--- src/rtl/uart_core_cfg.sv ---
// Configurable full-duplex UART: 5..9 data bits, none/odd/even parity, 1 or 2 stop bits,
// oversampled receiver with false-start rejection and parity/framing error flags.
module uart_core_cfg #(
    parameter int CLK_FREQ   = 1000000,
    parameter int BAUD       = 9600,
    parameter int DATA_BITS  = 8,
    parameter int PARITY     = 0,
    parameter int STOP_BITS  = 1,
    parameter int OVERSAMPLE = 16
) (
    input  logic                 clk,
    input  logic                 rst,
    input  logic                 rx,
    input  logic [DATA_BITS-1:0] tx_data,
    input  logic                 tx_valid,
    output logic                 tx_ready,
    output logic                 tx,
    output logic                 tx_done,
    output logic [DATA_BITS-1:0] rx_data,
    output logic                 rx_valid,
    output logic                 rx_parity_err,
    output logic                 rx_frame_err
);
    localparam int DIV      = CLK_FREQ / (BAUD * OVERSAMPLE);
    localparam int BIT_CLKS = OVERSAMPLE * DIV;
    localparam int TMR_W    = $clog2(BIT_CLKS);
    localparam int DIV_W    = $clog2(DIV);
    localparam int SMP_W    = $clog2(OVERSAMPLE);
    localparam int CNT_W    = $clog2(DATA_BITS);
    localparam logic [TMR_W-1:0] BIT_LAST  = TMR_W'(BIT_CLKS - 1);
    localparam logic [DIV_W-1:0] DIV_LAST  = DIV_W'(DIV - 1);
    localparam logic [SMP_W-1:0] HALF_LAST = SMP_W'(OVERSAMPLE / 2 - 1);
    localparam logic [SMP_W-1:0] FULL_LAST = SMP_W'(OVERSAMPLE - 1);
    localparam logic [CNT_W-1:0] DBIT_LAST = CNT_W'(DATA_BITS - 1);
    localparam logic             STOP_LAST = 1'(STOP_BITS - 1);
    localparam logic             PAR_ODD   = (PARITY == 1);

    if (DIV < 2 || DATA_BITS < 5 || DATA_BITS > 9 || PARITY < 0 || PARITY > 2 ||
        (STOP_BITS != 1 && STOP_BITS != 2) || OVERSAMPLE < 8 || (OVERSAMPLE % 2) != 0) begin : g_bad_cfg
        $error("uart_core_cfg: illegal parameter set");
    end

    typedef enum logic [2:0] {S_IDLE, S_START, S_DATA, S_PARITY, S_STOP} state_t;

    // ---------------- transmitter ----------------
    state_t               tx_state_q, tx_state_d;
    logic [TMR_W-1:0]     tx_tmr_q, tx_tmr_d;
    logic [CNT_W-1:0]     tx_cnt_q, tx_cnt_d;
    logic                 tx_stop_q, tx_stop_d;
    logic [DATA_BITS-1:0] tx_shift_q, tx_shift_d;
    logic                 tx_par_q, tx_par_d;
    logic                 tx_q, tx_d;
    logic                 tx_bit_end, tx_accept;

    always_comb begin
        tx_state_d = tx_state_q;
        tx_cnt_d   = tx_cnt_q;
        tx_stop_d  = tx_stop_q;
        tx_shift_d = tx_shift_q;
        tx_par_d   = tx_par_q;
        tx_done    = 1'b0;
        tx_accept  = 1'b0;
        tx_bit_end = (tx_tmr_q == BIT_LAST);
        tx_tmr_d   = tx_bit_end ? '0 : tx_tmr_q + 1'b1;
        case (tx_state_q)
            S_IDLE: begin
                tx_tmr_d  = '0;
                tx_accept = tx_valid;
            end
            S_START: if (tx_bit_end) begin
                tx_state_d = S_DATA;
                tx_cnt_d   = '0;
            end
            S_DATA: if (tx_bit_end) begin
                tx_shift_d = tx_shift_q >> 1;
                if (tx_cnt_q == DBIT_LAST) begin
                    tx_state_d = (PARITY != 0) ? S_PARITY : S_STOP;
                    tx_stop_d  = 1'b0;
                end else begin
                    tx_cnt_d = tx_cnt_q + 1'b1;
                end
            end
            S_PARITY: if (tx_bit_end) begin
                tx_state_d = S_STOP;
                tx_stop_d  = 1'b0;
            end
            S_STOP: if (tx_bit_end) begin
                if (tx_stop_q == STOP_LAST) begin
                    // accepting here lets a held tx_valid start the next frame with no gap
                    tx_done    = 1'b1;
                    tx_state_d = S_IDLE;
                    tx_accept  = tx_valid;
                end else begin
                    tx_stop_d = 1'b1;
                end
            end
            default: tx_state_d = S_IDLE;
        endcase
        if (tx_accept) begin
            tx_state_d = S_START;
            tx_tmr_d   = '0;
            tx_shift_d = tx_data;
            tx_par_d   = (^tx_data) ^ PAR_ODD;
        end
        case (tx_state_d)
            S_START:  tx_d = 1'b0;
            S_DATA:   tx_d = tx_shift_d[0];
            S_PARITY: tx_d = tx_par_d;
            default:  tx_d = 1'b1;
        endcase
    end

    always_ff @(posedge clk or negedge rst) begin
        if (!rst) begin
            tx_state_q <= S_IDLE;
            tx_tmr_q   <= '0;
            tx_cnt_q   <= '0;
            tx_stop_q  <= 1'b0;
            tx_shift_q <= '0;
            tx_par_q   <= 1'b0;
            tx_q       <= 1'b1;
        end else begin
            tx_state_q <= tx_state_d;
            tx_tmr_q   <= tx_tmr_d;
            tx_cnt_q   <= tx_cnt_d;
            tx_stop_q  <= tx_stop_d;
            tx_shift_q <= tx_shift_d;
            tx_par_q   <= tx_par_d;
            tx_q       <= tx_d;
        end
    end

    assign tx       = tx_q;
    assign tx_ready = (tx_state_q == S_IDLE) | tx_done;

    // ---------------- receiver ----------------
    logic                 rx_meta_q, rx_sync_q;
    state_t               rx_state_q, rx_state_d;
    logic [DIV_W-1:0]     rx_div_q, rx_div_d;
    logic [SMP_W-1:0]     rx_smp_q, rx_smp_d;
    logic [CNT_W-1:0]     rx_cnt_q, rx_cnt_d;
    logic [DATA_BITS-1:0] rx_shift_q, rx_shift_d;
    logic                 rx_pchk_q, rx_pchk_d;
    logic                 rx_armed_q, rx_armed_d;
    logic [DATA_BITS-1:0] rx_data_q, rx_data_d;
    logic                 rx_valid_q, rx_valid_d;
    logic                 rx_perr_q, rx_perr_d;
    logic                 rx_ferr_q, rx_ferr_d;
    logic                 rx_tick, rx_sample;

    always_comb begin
        rx_state_d = rx_state_q;
        rx_cnt_d   = rx_cnt_q;
        rx_shift_d = rx_shift_q;
        rx_pchk_d  = rx_pchk_q;
        rx_armed_d = rx_armed_q;
        rx_data_d  = rx_data_q;
        rx_valid_d = 1'b0;
        rx_perr_d  = rx_perr_q;
        rx_ferr_d  = rx_ferr_q;
        rx_tick    = (rx_div_q == DIV_LAST);
        rx_sample  = rx_tick &&
                     (rx_smp_q == ((rx_state_q == S_START) ? HALF_LAST : FULL_LAST));
        rx_div_d   = rx_tick ? '0 : rx_div_q + 1'b1;
        rx_smp_d   = rx_sample ? '0 : rx_smp_q + SMP_W'(rx_tick);
        case (rx_state_q)
            S_IDLE: begin
                rx_div_d = '0;
                rx_smp_d = '0;
                // after a break the line must go high before another start is accepted
                if (rx_sync_q)       rx_armed_d = 1'b1;
                else if (rx_armed_q) rx_state_d = S_START;
            end
            S_START: if (rx_sample) begin
                if (rx_sync_q) begin
                    rx_state_d = S_IDLE;
                end else begin
                    rx_state_d = S_DATA;
                    rx_cnt_d   = '0;
                    rx_pchk_d  = 1'b0;
                end
            end
            S_DATA: if (rx_sample) begin
                rx_shift_d = {rx_sync_q, rx_shift_q[DATA_BITS-1:1]};
                if (rx_cnt_q == DBIT_LAST) rx_state_d = (PARITY != 0) ? S_PARITY : S_STOP;
                else                       rx_cnt_d   = rx_cnt_q + 1'b1;
            end
            S_PARITY: if (rx_sample) begin
                rx_pchk_d  = rx_sync_q ^ (^rx_shift_q) ^ PAR_ODD;
                rx_state_d = S_STOP;
            end
            S_STOP: if (rx_sample) begin
                rx_valid_d = 1'b1;
                rx_data_d  = rx_shift_q;
                rx_perr_d  = (PARITY != 0) && rx_pchk_q;
                rx_ferr_d  = ~rx_sync_q;
                rx_armed_d = rx_sync_q;
                rx_state_d = S_IDLE;
            end
            default: rx_state_d = S_IDLE;
        endcase
    end

    always_ff @(posedge clk or negedge rst) begin
        if (!rst) begin
            rx_meta_q  <= 1'b1;
            rx_sync_q  <= 1'b1;
            rx_state_q <= S_IDLE;
            rx_div_q   <= '0;
            rx_smp_q   <= '0;
            rx_cnt_q   <= '0;
            rx_shift_q <= '0;
            rx_pchk_q  <= 1'b0;
            rx_armed_q <= 1'b0;
            rx_data_q  <= '0;
            rx_valid_q <= 1'b0;
            rx_perr_q  <= 1'b0;
            rx_ferr_q  <= 1'b0;
        end else begin
            rx_meta_q  <= rx;
            rx_sync_q  <= rx_meta_q;
            rx_state_q <= rx_state_d;
            rx_div_q   <= rx_div_d;
            rx_smp_q   <= rx_smp_d;
            rx_cnt_q   <= rx_cnt_d;
            rx_shift_q <= rx_shift_d;
            rx_pchk_q  <= rx_pchk_d;
            rx_armed_q <= rx_armed_d;
            rx_data_q  <= rx_data_d;
            rx_valid_q <= rx_valid_d;
            rx_perr_q  <= rx_perr_d;
            rx_ferr_q  <= rx_ferr_d;
        end
    end

    assign rx_data       = rx_data_q;
    assign rx_valid      = rx_valid_q;
    assign rx_parity_err = rx_perr_q;
    assign rx_frame_err  = rx_ferr_q;
endmodule

--- config.mk ---
export PLATFORM = sky130hd
export DESIGN_NAME = uart_core_cfg
export DESIGN_NICKNAME = d
export VERILOG_FILES = /design/src/rtl/uart_core_cfg.sv
export SDC_FILE = /design/constraint.sdc
export NUM_CORES = 1
export LEC_CHECK = 0
export BUFFER_PORTS_ARGS = -buffer_cell sky130_fd_sc_hd__buf_2
export CORE_MARGIN = 1
export CORE_UTILIZATION = 45
export DETAILED_ROUTE_END_ITERATION = 6
export PLACE_DENSITY_LB_ADDON = 0.25
export SLEW_MARGIN = 20
export SYNTH_ARGS = -nofsm -noshare
export SYNTH_HDL_FRONTEND = slang
export SYNTH_SLANG_ARGS = --single-unit
export TNS_END_PERCENT = 20
--- constraint.sdc ---
create_clock -name clk -period 2.2 [get_ports clk]
set_input_delay 0.66 -clock clk [delete_from_list [all_inputs] [get_ports clk]]
set_output_delay 0.66 -clock clk [all_outputs]
set_load 0.01 [all_outputs]
=== Yosys cells after proc, flatten, opt, wreduce, memory -nomap -nowiden ===
Index checks and enable logic that the tools add are counted.

* Input port bits: 12
* Output and inout port bits: 14
* Register bits: 58

* Equality and inequality tests: 32
* Bitwise operators: 2
* Reductions and logical operators: 18
* Mux-type cells: 56
* Add/sub/neg operators: 5

{| class="wikitable"
|+ Operator list
! cell !! count
|-
| $mux W3 || 23
|-
| $ne A2 B2 Y1 const B || 16
|-
| $pmux W3 S5 || 2
|-
| $mux W8 || 3
|-
| $mux W7 || 3
|-
| $eq A3 B2 Y1 const B || 6
|-
| $eq A3 B3 Y1 const B || 5
|-
| $mux W1 || 15
|-
| $mux W4 || 3
|-
| $pmux W3 S2 || 2
|-
| $reduce_and A5 Y1 || 2
|-
| $reduce_bool A2 Y1 || 5
|-
| $add A3 B1 Y3 const B || 3
|-
| $eq A3 B1 Y1 const B || 3
|-
| $reduce_xor A8 Y1 || 1
|-
| $add A7 B1 Y7 const B || 1
|-
| $eq A7 B7 Y1 const B || 1
|-
| $reduce_and A7 Y1 || 1
|-
| $logic_not A3 Y1 || 2
|-
| $pmux W1 S3 || 2
|-
| $reduce_and A2 Y1 || 3
|-
| $add A4 B1 Y4 || 1
|-
| $eq A4 B4 Y1 || 1
|-
| $pmux W1 S2 || 2
|-
| other kinds (7) || 7
|}

=== Logic depth before layout (Yosys ltp) ===
* Word-level depth: 7
* Mapped depth: 7
* Gate-level depth less buffers: 6

=== Least setup slack after synthesis ===
No wires, ideal clock.

* Path type: register -> output
* Start point: register tx_state_q[0]
* End point: output tx_done
* Path slack: 0.214 ns
* Data arrival time: 1.326 ns
* Buffers on the path: 1
* Required time: 1.540 ns
* Stages on the path, launching flop included: 4
* Cell sequence: dfrtp_1 clkbuf_1 or2_2 nor4_1

* Word-level cells in the longest chain between the ends: 2

{| class="wikitable"
|+ RTL lines
! element !! line !! RTL
|-
| from (decl) || 46 || <nowiki>state_t tx_state_q, tx_state_d;</nowiki>
|-
| from (signal assigned) || 123 || <nowiki>tx_state_q <= tx_state_d;</nowiki>
|-
| $eq A3 B3 Y1 || 65 || <nowiki>case (tx_state_q)</nowiki>
|-
| $mux W1 || 65 ||
|-
| to (decl) || 18 || <nowiki>output logic tx_done,</nowiki>
|}

No other way between the ends.

=== Final worst setup path ===
* Start point: register tx_tmr_q[0]
* End point: output tx_ready

* Word-level cells in the longest chain between the ends: 4

{| class="wikitable"
|+ RTL lines
! element !! line !! RTL
|-
| from (decl) || 47 || <nowiki>logic [TMR_W-1:0] tx_tmr_q, tx_tmr_d;</nowiki>
|-
| from (signal assigned) || 124 || <nowiki>tx_tmr_q <= tx_tmr_d;</nowiki>
|-
| $eq A7 B7 Y1 || 63 || <nowiki>tx_bit_end = (tx_tmr_q == BIT_LAST);</nowiki>
|-
| $mux W1 || 87 || <nowiki>S_STOP: if (tx_bit_end) begin</nowiki>
|-
| $mux W1 || 65 ||
|-
| $or A1 B1 Y1 || 134 || <nowiki>assign tx_ready = (tx_state_q == S_IDLE) | tx_done;</nowiki>
|-
| to (decl) || 16 || <nowiki>output logic tx_ready,</nowiki>
|}

No other way between the ends.

==> flow_metrics.env <==
export IMPL_timing_final_crit_share=0.9755
export IMPL_crit_required_ps=1540
export IMPL_maxCapViolations=0
export IMPL_dp_final_hpwl_um=3208
export IMPL_slew_violations=0
export IMPL_ys_top_cells_by_count="dfrtp_1, mux2_2, nor2_1, xnor2_1"
export IMPL_worstSkewPairLatency_ps=340
export IMPL_rsz0062_at_grt="yes"
export IMPL_design_portCount=26
export IMPL_post_synth_main_area_contributors="dfrtp_1, mux2_2, ha_1"
export IMPL_critical_path_class="reg2out"
export IMPL_post_route_cells_drive_above_1_share=0.3209
export IMPL_grt_antenna_before_repair=0
export IMPL_htree_num_levels=3
export IMPL_irDropWorstVdd_uv=749.8
export IMPL_synth_area_per_cell_um2=11.75
export IMPL_timing_fmax_mhz=466.0
export IMPL_dieHeight_um=79.50
export IMPL_area_growth_pct=17.69
export IMPL_cts_root_buffer_cell="clkbuf_8"
export IMPL_cts_reportedPaths_clkPinSlew_ps=70
export IMPL_first_pass_grt_wire_length_um=8355
export IMPL_power_static_leakage_nw=1.537
export IMPL_power_total_mw=2.970
export IMPL_floorplan_die_width_um=79.50
export IMPL_crit_path_end_kind="output pin"
export IMPL_final_net_count=282
export IMPL_synth_flop_cell="dfrtp_1"
export IMPL_syn_num_nets=249
export IMPL_cp_start_kind="flop"
export IMPL_globalRouteOverflowTotal=0
export IMPL_setup_slack_ps=53.86
export IMPL_dpl_worst_slack_ps=125.3
export IMPL_via_per_inst=5.441
export IMPL_p_per_area_nw_per_um2=933.7
export IMPL_drt_pass1_iterations=4
export IMPL_placement_cell_area_um2=2908
export IMPL_synth_cell_types=52
export IMPL_portBuffers=24
export IMPL_dr_first_iter_drc_count=132
export IMPL_wl_um=4717
export IMPL_yosysTopAreaCell="dfrtp_1"
export IMPL_syn_area_um2=2703
export IMPL_cell_by_cell_trace_of_the_critical_path="ha_4 > and4_4 > a21oi_2 > nor2_1 > buf_2"
export IMPL_cts_sink_count=57
export IMPL_finalCriticalPeriod_ps=2146
export IMPL_timing_critical_path_slowest_stage_cell="dfrtp_1"
export IMPL_via_count=1850
export IMPL_synth_top_area_frac=0.5000
export IMPL_max_slew_margin=0.6047
export IMPL_place_gp_congestion=0.8623
export IMPL_pin_count_of_the_biggest_net_entering_global_routing=39
export IMPL_postSynthCellCount=230
export IMPL_fin_worst_skew_ps=12.47
export IMPL_drt_wirelength_per_cell_um=13.87
export IMPL_cts_hold_buffers=0
export IMPL_yosys_register_bits=57
export IMPL_slew_of_the_pin_with_the_lowest_slew_margin_ps=585.5
export IMPL_hold_path_class="in2async"
export IMPL_worstPathMaxFanout=4
export IMPL_grt_pass1_vias=1869
export IMPL_cts_inserted_buffers=9
export IMPL_clock_path_buffers=2
export IMPL_cp_slowest_stage_delay_ps=420
export IMPL_grt_usage=0.1780
export IMPL_die_area_um2=6319
export IMPL_crit_arrival_ps=1490
export IMPL_cts_tree="done"
export IMPL_setup_tns_final_ps=0
export IMPL_drc_errors=0
export IMPL_post_synth_top_count_cell="dfrtp_1"
export IMPL_synth_enable_flop_cells=0
export IMPL_num_antenna_cells=0
export IMPL_status="complete, no violations"
export IMPL_placeableCoreArea_um2=5642
export IMPL_final_ant_viol_nets=0
export IMPL_synth_warning_count=0
export IMPL_placement_rows=27
export IMPL_yosysSeqAreaShare=0.5292
export IMPL_final_hold_violation_count=0
export IMPL_start_util=0.4790
export IMPL_synth_async_reset_ratio=1.000
export IMPL_finalInstanceArea_um2=3181
export IMPL_setup_viol=0
## critical path, delay by kind of cell (launching register included)
family | cells | cell delay (ps)
fa+ha+maj | 1 | 200
compound gates | 1 | 140
simple gates | 2 | 250
flops | 1 | 420
buf+inv | 1 | 130
## per-stage QoR
step | hold WS [ps] | cells | util
after floorplan | 345.2 | 230 | -
after global placement | 346.5 | 322 | 0.5154
after detailed placement | 347.2 | 322 | 0.5154
after CTS | 259.6 | 340 | 0.5615
after global routing | 276.6 | 340 | 0.5638
final | 264.4 | 340 | 0.5638
## final cells by class
type	count	area (um^2)
fill	477	2461
sequential	57	1430
multi-input combinational	156	1222
timing repair buffer	32	192.7
clock buffer	9	123.9
clock inverter	7	95.09
tap	72	90.09
inverter	7	26.28
## timing repair
item | 4_1_cts | 5_1_grt
pin swaps | 1 | 2
setup buffers | 2 | 0
cloned | 0 | 0
endpoints found under the setup margin | 2 | 2
endpoints found under the hold margin | 0 | 0
gates resized for setup | 6 | 2
## routing by layer
metal | part of all wire | track usage | wire length (um)
met4 | 0.020 | 0.09818 | 96
met1 | 0.46 | 0.2171 | 2187
met2 | 0.46 | 0.2718 | 2192
met5 | 0 | 0 | 0
met3 | 0.051 | 0.06514 | 240
## cell usage in the layout (no fill, tap or decap), drive strengths merged, types with 3 or more instances in the layout
cell / count
and2: 8
nor3b: 4
nand4: 3
nor3: 4
a221o: 6
clkbuf: 9
dfstp: 3
o21ai: 6
nand3: 7
a21oi: 8
inv: 7
nor2b: 3
xnor2: 10
dfrtp: 54
clkinv: 4
mux2i: 3
nand2: 7
or4: 4
xor2: 3
nand2b: 5
nor2: 18
buf: 32
mux2: 20
a22o: 6
ha: 7
## kinds of logic after synthesis
| logic type | Yosys count | share of synthesized area |
|---|---|---|
| fa+ha+maj | 7 | 0.03241 |
| mux | 23 | 0.09583 |
| other cells | 1 | 0.001388 |
| compound gates | 36 | 0.09583 |
| flops | 57 | 0.5292 |
| simple gates | 76 | 0.1704 |
| xor+xnor | 13 | 0.04213 |
| buf+inv | 17 | 0.03287 |
## flip-flops by register name, indices dropped and copies added, names as in the netlist
register	flops
rx_state_q	3
rx_valid	1
rx_smp_q	4
tx_tmr_q	7
rx_div_q	3
tx_shift_q	8
rx_cnt_q	3
tx_par_q	1
rx_frame_err	1
rx_meta_q	1
rx_sync_q	1
tx_cnt_q	3
tx_state_q	3
tx	1
rx_armed_q	1
rx_shift_q	8
rx_data	8
## report_power, final
part	internal, mW	switching [mW]	total [mW]
Combinational	0.249	0.254	0.503
Sequential	1.22	0.173	1.40
Clock	0.636	0.435	1.07
Total	2.11	0.862	2.97
## path summary, 6_finish.rpt
path | startpoint | endpoint | slack (ps) | cells past startpoint
setup / recovery | tx_tmr_q[0] | tx_ready | 50 | 5
hold / removal | rst | rx_data[4] | 260 | 1
setup reg to reg | tx_tmr_q[0] | tx_par_q | 240 | 6
hold reg to reg | rx_meta_q | rx_sync_q | 360 | 0
max in group asynchronous | rst | tx | 1320 | 2
min in group clk | rx_meta_q | rx_sync_q | 360 | 0
Note: power is estimated with default switching activity, not from simulation.
